File: src/rtl/data_island_scheduler.sv
// HDMI data island slot scheduler: grants ACR, audio sample, InfoFrame or null packets per framer slot.
// Optional audio InfoFrame scheduling is enabled by defining DATA_ISLAND_AUDIO_INFOFRAME_EN.
module data_island_scheduler #(
  parameter int unsigned ACR_INTERVAL_CYCLES = 27000,
  parameter int unsigned PACKET_CYCLES       = 32
) (
  input  logic       clk_pixel,
  input  logic       reset_n,
  input  logic       frame_start,
  input  logic       slot_request,
  input  logic       sample_ready,
  output logic       sample_ack,
  output logic       packet_valid,
  output logic [7:0] packet_type,
  output logic       slot_overrun
);

  typedef enum logic [1:0] {IDLE, GRANT, BUSY} state_t;

  localparam logic [7:0]  TYPE_NULL  = 8'h00;
  localparam logic [7:0]  TYPE_ACR   = 8'h01;
  localparam logic [7:0]  TYPE_AUDIO = 8'h02;
  localparam logic [7:0]  TYPE_AIF   = 8'h84;
  localparam logic [19:0] ACR_LAST   = 20'(ACR_INTERVAL_CYCLES - 1);
  localparam logic [7:0]  BUSY_LAST  = 8'(PACKET_CYCLES - 3);
  localparam logic        NO_BUSY    = (PACKET_CYCLES == 2);

  state_t      state_q, state_d;
  logic [7:0]  busy_cnt_q, busy_cnt_d;
  logic [7:0]  type_q, type_d;
  logic        overrun_q, overrun_d;
  logic [19:0] acr_cnt_q, acr_cnt_d;
  logic        acr_pending_q, acr_pending_d;
  logic        aif_pending;
  logic        acr_wrap;
  logic        in_grant;
  logic [7:0]  grant_type;

  assign in_grant = (state_q == GRANT);
  assign acr_wrap = (acr_cnt_q == ACR_LAST);

`ifdef DATA_ISLAND_AUDIO_INFOFRAME_EN
  logic aif_pending_q, aif_pending_d;

  // A frame_start coincident with the InfoFrame grant re-arms the request.
  always_comb begin
    aif_pending_d = aif_pending_q;
    if (frame_start)
      aif_pending_d = 1'b1;
    else if (in_grant && type_q == TYPE_AIF)
      aif_pending_d = 1'b0;
  end

  always_ff @(posedge clk_pixel or negedge reset_n) begin
    if (!reset_n) aif_pending_q <= 1'b1;
    else          aif_pending_q <= aif_pending_d;
  end

  assign aif_pending = aif_pending_q;
`else
  logic unused_frame_start;
  assign unused_frame_start = frame_start;
  assign aif_pending        = 1'b0;
`endif

  always_comb begin
    grant_type = TYPE_NULL;
    if (acr_pending_q)     grant_type = TYPE_ACR;
    else if (sample_ready) grant_type = TYPE_AUDIO;
    else if (aif_pending)  grant_type = TYPE_AIF;
  end

  always_comb begin
    state_d    = state_q;
    busy_cnt_d = busy_cnt_q;
    type_d     = type_q;
    case (state_q)
      IDLE: begin
        if (slot_request) begin
          state_d = GRANT;
          type_d  = grant_type;
        end
      end
      GRANT: begin
        busy_cnt_d = '0;
        state_d    = NO_BUSY ? IDLE : BUSY;
      end
      BUSY: begin
        if (busy_cnt_q == BUSY_LAST) state_d = IDLE;
        else                         busy_cnt_d = busy_cnt_q + 8'd1;
      end
      default: state_d = IDLE;
    endcase
  end

  always_comb begin
    overrun_d = overrun_q | (slot_request && state_q != IDLE);
    acr_cnt_d = acr_wrap ? '0 : acr_cnt_q + 20'd1;
    // A wrap in the same cycle as the ACR grant keeps the request pending.
    acr_pending_d = acr_pending_q;
    if (acr_wrap)
      acr_pending_d = 1'b1;
    else if (in_grant && type_q == TYPE_ACR)
      acr_pending_d = 1'b0;
  end

  always_ff @(posedge clk_pixel or negedge reset_n) begin
    if (!reset_n) begin
      state_q       <= IDLE;
      busy_cnt_q    <= '0;
      type_q        <= TYPE_NULL;
      overrun_q     <= 1'b0;
      acr_cnt_q     <= '0;
      acr_pending_q <= 1'b0;
    end else begin
      state_q       <= state_d;
      busy_cnt_q    <= busy_cnt_d;
      type_q        <= type_d;
      overrun_q     <= overrun_d;
      acr_cnt_q     <= acr_cnt_d;
      acr_pending_q <= acr_pending_d;
    end
  end

  assign packet_valid = in_grant;
  assign sample_ack   = in_grant && (type_q == TYPE_AUDIO);
  assign packet_type  = type_q;
  assign slot_overrun = overrun_q;

endmodule

File: config.mk
export PLATFORM = sky130hd
export DESIGN_NAME = data_island_scheduler
export DESIGN_NICKNAME = d
export VERILOG_FILES = /design/src/rtl/data_island_scheduler.sv
export SDC_FILE = /design/constraint.sdc
export NUM_CORES = 1
export LEC_CHECK = 0
export CORE_MARGIN = 4
export CORE_UTILIZATION = 55
export CTS_CLUSTER_SIZE = 28
export DETAILED_ROUTE_END_ITERATION = 6
export PLACE_DENSITY = 0.77
export SLEW_MARGIN = 15
export SYNTH_ARGS = -nofsm -noshare
export SYNTH_HDL_FRONTEND = slang
export SYNTH_SLANG_ARGS = --single-unit
File: constraint.sdc
create_clock -name clk_pixel -period 1.7 [get_ports clk_pixel]
set_input_delay 0.34 -clock clk_pixel [delete_from_list [all_inputs] [get_ports clk_pixel]]
set_output_delay 0.34 -clock clk_pixel [all_outputs]
set_load 0.02 [all_outputs]
; ---- After elaboration in Yosys (flattened, before gate mapping)
; Cells that the tools add are included.
[totals]
out_inout_bits = 11
elab_cells = 38
in_bits = 5
ff_bits = 40
[classes]
n_bitwise = 1
add_sub_neg = 2
n_reduce_logical = 10
eq_ne = 9
n_mux = 10
[ops]
columns = op, count
row1 = "adder 20 x 1 -> 20 bit, second input constant", 1
row2 = "== test 20 x 15 -> 1 bit, second input constant", 1
row3 = 2-to-1 mux 20 bit, 1
row4 = 2-to-1 mux 8 bit, 2
row5 = one-hot mux 8 bit (2 select lines), 1
row6 = "adder 8 x 1 -> 8 bit, second input constant", 1
row7 = "== test 8 x 1 -> 1 bit, second input constant", 1
row8 = "== test 8 x 2 -> 1 bit, second input constant", 1
row9 = "== test 8 x 5 -> 1 bit, second input constant", 1
row10 = 2-to-1 mux 2 bit, 3
row11 = "inequality test 2 bit, second input constant", 3
row12 = one-hot mux 2 bit (3 select lines), 1
row13 = AND reduction 2 bit, 3
row14 = nonzero test 2 bit, 3
row15 = logical AND 1 bit, 3
row16 = "== test 2 x 1 -> 1 bit, second input constant", 1
row17 = "== test 2 bit, second input constant", 1
row18 = zero test 2 bit, 1
row19 = 2-to-1 mux 1 bit, 2
row20 = OR 1 bit, 1

; ---- Logic depth before layout (Yosys ltp)
[depth]
depth_word = 4
mapped_depth = 7
mapped_depth_nobuf = 6

; ---- Least setup slack after synthesis
; No wires, ideal clock.
[synth_timing]
path_type = register -> register
start = reg acr_cnt_q[10]
end = reg acr_cnt_q[11]
arrival_ns = 1.394
period_less_slack_ns = 1.513
stages_incl_launch_ff = 5
path_slack_ns = 0.187
path_cell_list = dfrtp_1 -> or4b_1 -> nor4_2 -> buf_4 -> nor2_1
[synth_via]
elab_chain_len = 2
elab_cells_between_ends = 3
classes_between = 1 x add/sub / 1 x eq/ne / 1 x mux
[synth_rtl]
columns = element, line
row1 = "start, declared", 32  ; logic [19:0] acr_cnt_q, acr_cnt_d;
row2 = "start signal, assigned", 120  ; acr_cnt_q <= acr_cnt_d;
row3 = adder 20 x 1 -> 20 bit or == test 20 x 15 -> 1 bit (tied branches), "98, 40"
row4 = 2-to-1 mux 20 bit (*), 98  ; acr_cnt_d = acr_wrap ? '0 : acr_cnt_q + 20'd1;
row5 = named net acr_cnt_d[11], 32
; Mark *: on every way through the listed nets, which the timed path passes. The rest lies on a longest branch.
; A chain may end at the register's enable or synchronous reset.

; ---- Worst setup path after layout
[layout_timing]
start = reg busy_cnt_q[1]
end = reg busy_cnt_q[5]
[layout_via]
elab_chain_len = 3
elab_cells_between_ends = 6
classes_between = 1 x add/sub / 2 x eq/ne / 2 x mux / 1 x reduce/logical
[layout_rtl]
columns = element, line
row1 = "start, declared", 29  ; logic [7:0] busy_cnt_q, busy_cnt_d;
row2 = "start signal, assigned", 117  ; busy_cnt_q <= busy_cnt_d;
row3 = adder 8 x 1 -> 8 bit or == test 8 x 5 -> 1 bit (tied branches), "90, 89"
row4 = 2-to-1 mux 8 bit or inequality test 2 bit (tied branches), n/a
row5 = one-hot mux 8 bit (2 select lines) or AND reduction 2 bit (tied branches), n/a
; Parallel ways exist; a longest one is shown, timed or not. The select of a mux whose other input is x is not followed.

==> flow_summary.yaml <==
critical_path:
  arrival_ns: 1.91
  crit_chain: "inv_1, ha_1, nand4_1, o21ai_4, or4_4, a21oi_2"
  critPathSlowestCell: "or4_4"
  critPathRequiredTime_ns: 1.97
  ff2ff_setup_slack_ns: 0.06
  critical_path.max_fanout: 12
  worstSetupPathType: "register to register"
  crit_family: "simple AND/OR/NAND/NOR gates"
  endpoint_kind: "register"
  slowest_delay_ns: 0.50
  startpoint_type: "register"
  crit_buf_inv: 1
final_layout:
  stdcell_area_sq_mm: 0.00192
  final_cell_mix: "34 x dfrtp_1, 15 x buf_4, 13 x nor2_1"
  syn2layout_area_growth_pct: 16.3
  mostFrequentLayoutCell: "dfrtp_1"
  fill_cells: 208
  drive_above_1_share_pct: 19.0
  fin_nets: 191
  diodes: 0
global_routing:
  grt_pass1_vias: 1221
  grt_usage_pct: 17.5
  antenna_found_initial: 0
  grt_max_degree: 35
  overflow: 0
  grt_pass1_wl_microns: 5370
sta:
  setup_viol_count_final: 0
  skew_ns: 0.00493
  tns_ns: 0
  fmax_ghz: 0.610
  finalCriticalPeriod_ns: 1.64
  worst_slack_ns: 0.0610
  drv_slew: 0
  period_share_pct: 96.4
  hold_viol_final: 0
synth:
  synth_top_family_by_area: "simple AND/OR/NAND/NOR gates"
  syn_avg_cell_area_sq_um: 10.5
  synth_fa_ha_area_share_pct: 2.27
  seq_area_frac_synth_pct: 51.6
  synth_edf_count: 0
  netlist_instances: 157
  synth_area_sq_mm: 0.00165
  synth_compound_area_share_pct: 6.44
  synth_mux_area_share_pct: 1.29
  synth.distinct_cells: 39
  synth-xor-area-share_pct: 9.55
  synth_simple_gate_area_share_pct: 23.2
  ys.flop_type: "dfrtp_1"
  yosysWarnings: 0
  ys_ff_latch: 34
  synthArstFlopShare_pct: 100
drt:
  ant_nets: 0
  first_pass_iters: 4
  wl_per_cell_microns: 14.4
  vias: 1233
  drc: 0
  viasPerCell: 5.73
  routed_wl_microns: 3090
  drtIter0Drc: 36
clock_tree:
  tritoncts: "done"
  hold_buffers: 0
  htreeDepth: 2
  clk_latency_ns: 0.34
  cts_sinks: 34
  clk_pin_slew_ns: 0.10
  clock-root-buffer: "clkbuf_4"
  cts_buffers: 5
  cts_buffer_depth: 2
floorplanning:
  core_area_sq_mm: 0.00281
  die_h_microns: 62.8
  initial_core_util_pct: 58.8
  ios: 16
  die_w_microns: 62.8
  rows: 19
  design.die.area_sq_mm: 0.00394
placed_design:
  dp_hpwl_microns: 2120
  globalplace.congestion: 0.838
  portBuffers: 8
  pre_cts_ws_ns: 0.0505
  place_area_sq_mm: 0.00181
flow_run:
  maxCapViolCount: 0
status:
  status: "completed"
power_and_ir_drop:
  p_per_area_mw_per_mm2: 978
  power.leakage_nw: 0.899
  ir_drop_uv: 715
worst_hold_path:
  min_path_type: "input pin to asynchronous set/reset pin"
[layout make-up]
| class | count | area [sq um] | area share (%) |
|---|---|---|---|
| inverters | 7 | 26.3 | 1.37 |
| well taps | 31 | 38.8 | 2.02 |
| repair buffers | 23 | 186 | 9.71 |
| clock buffers | 7 | 55.1 | 2.87 |
| flip-flops and latches | 34 | 851 | 44.3 |
| multi-input cells | 112 | 757 | 39.4 |
| clock inverters | 1 | 5.00 | 0.261 |
[routing by layer]
layer | wire length, microns | vias up | track usage [%]
li1 | - | 595 | -
met1 | 1300 | 599 | 21.0
met2 | 1560 | 31 | 28.1
met3 | 154 | 8 | 6.12
met4 | 69 | 0 | 8.54
met5 | 0 | - | 0
[through the flow]
| stage | hold WS [ns] | total power, mW | instances | utilization, % |
|---|---|---|---|---|
| after floorplan | 0.0444 | 1.21 | 162 | - |
| after global placement | 0.449 | 1.33 | 203 | 64.4 |
| after detailed placement | 0.467 | 1.35 | 203 | 64.4 |
| after CTS | 0.399 | 1.82 | 211 | 66.5 |
| after global routing | 0.424 | 2.03 | 215 | 68.4 |
| final | 0.395 | 1.88 | 215 | 68.4 |
[logic make-up after synthesis]
group | after synthesis
AO/OA/AOI/OAI | 16
buffers and inverters | 16
other | 1
XOR/XNOR | 18
flip-flops | 34
AND/OR/NAND/NOR | 67
multiplexers | 2
adder cells (fa/ha/maj) | 3
[cell usage after synthesis, drive strengths merged, types with 2 or more instances]
master  count  share of area, %
dfrtp      34                52
nor2       13               3.0
nand3      11               3.3
nand2      10               2.3
xnor2      10               5.3
buf         8               3.6
xor2        8               4.2
inv         7               1.6
nand4       6               2.7
o21ai       6               2.0
nor3        5               1.5
nor4        4               2.3
ha          3               2.3
o31ai       3               1.4
or3         3               1.4
a21oi       2              0.61
and3        2              0.83
nand2b      2              0.76
nor2b       2              0.76
nor3b       2              0.91
nor4b       2               1.1
o211ai      2              0.91
[where the power goes]
group | switching (mW) | internal [mW]
registers | 0.0689 | 0.880
logic | 0.258 | 0.207
clock network | 0.263 | 0.200
[flip-flops by register name, summed over array words and instances (netlist names)]
| signal | cells |
|---|---|
| busy_cnt_q | 8 |
| state_q | 2 |
| packet_type | 2 |
| acr_cnt_q | 20 |
| slot_overrun | 1 |
| acr_pending_q | 1 |
[final timing paths]
| path | startpoint | end | cells past startpoint |
|---|---|---|---|
| min in group clk_pixel | slot_overrun | slot_overrun | 1 |
| worst max register to register | busy_cnt_q[1] | busy_cnt_q[5] | 6 |
| max in group asynchronous | reset_n | acr_cnt_q[4] | 2 |
| worst min register to register | slot_overrun | slot_overrun | 1 |
| worst min-delay path | reset_n | slot_overrun | 2 |
| worst max-delay path | busy_cnt_q[1] | busy_cnt_q[5] | 6 |
[timing repair]
item	4_1_cts	5_1_grt
setup endpoints to repair	3	16
resized for setup	6	10
setup buffers	0	4
pin swaps	0	1
cloned	0	0
No activity file was read; power rests on OpenSTA's default activity.
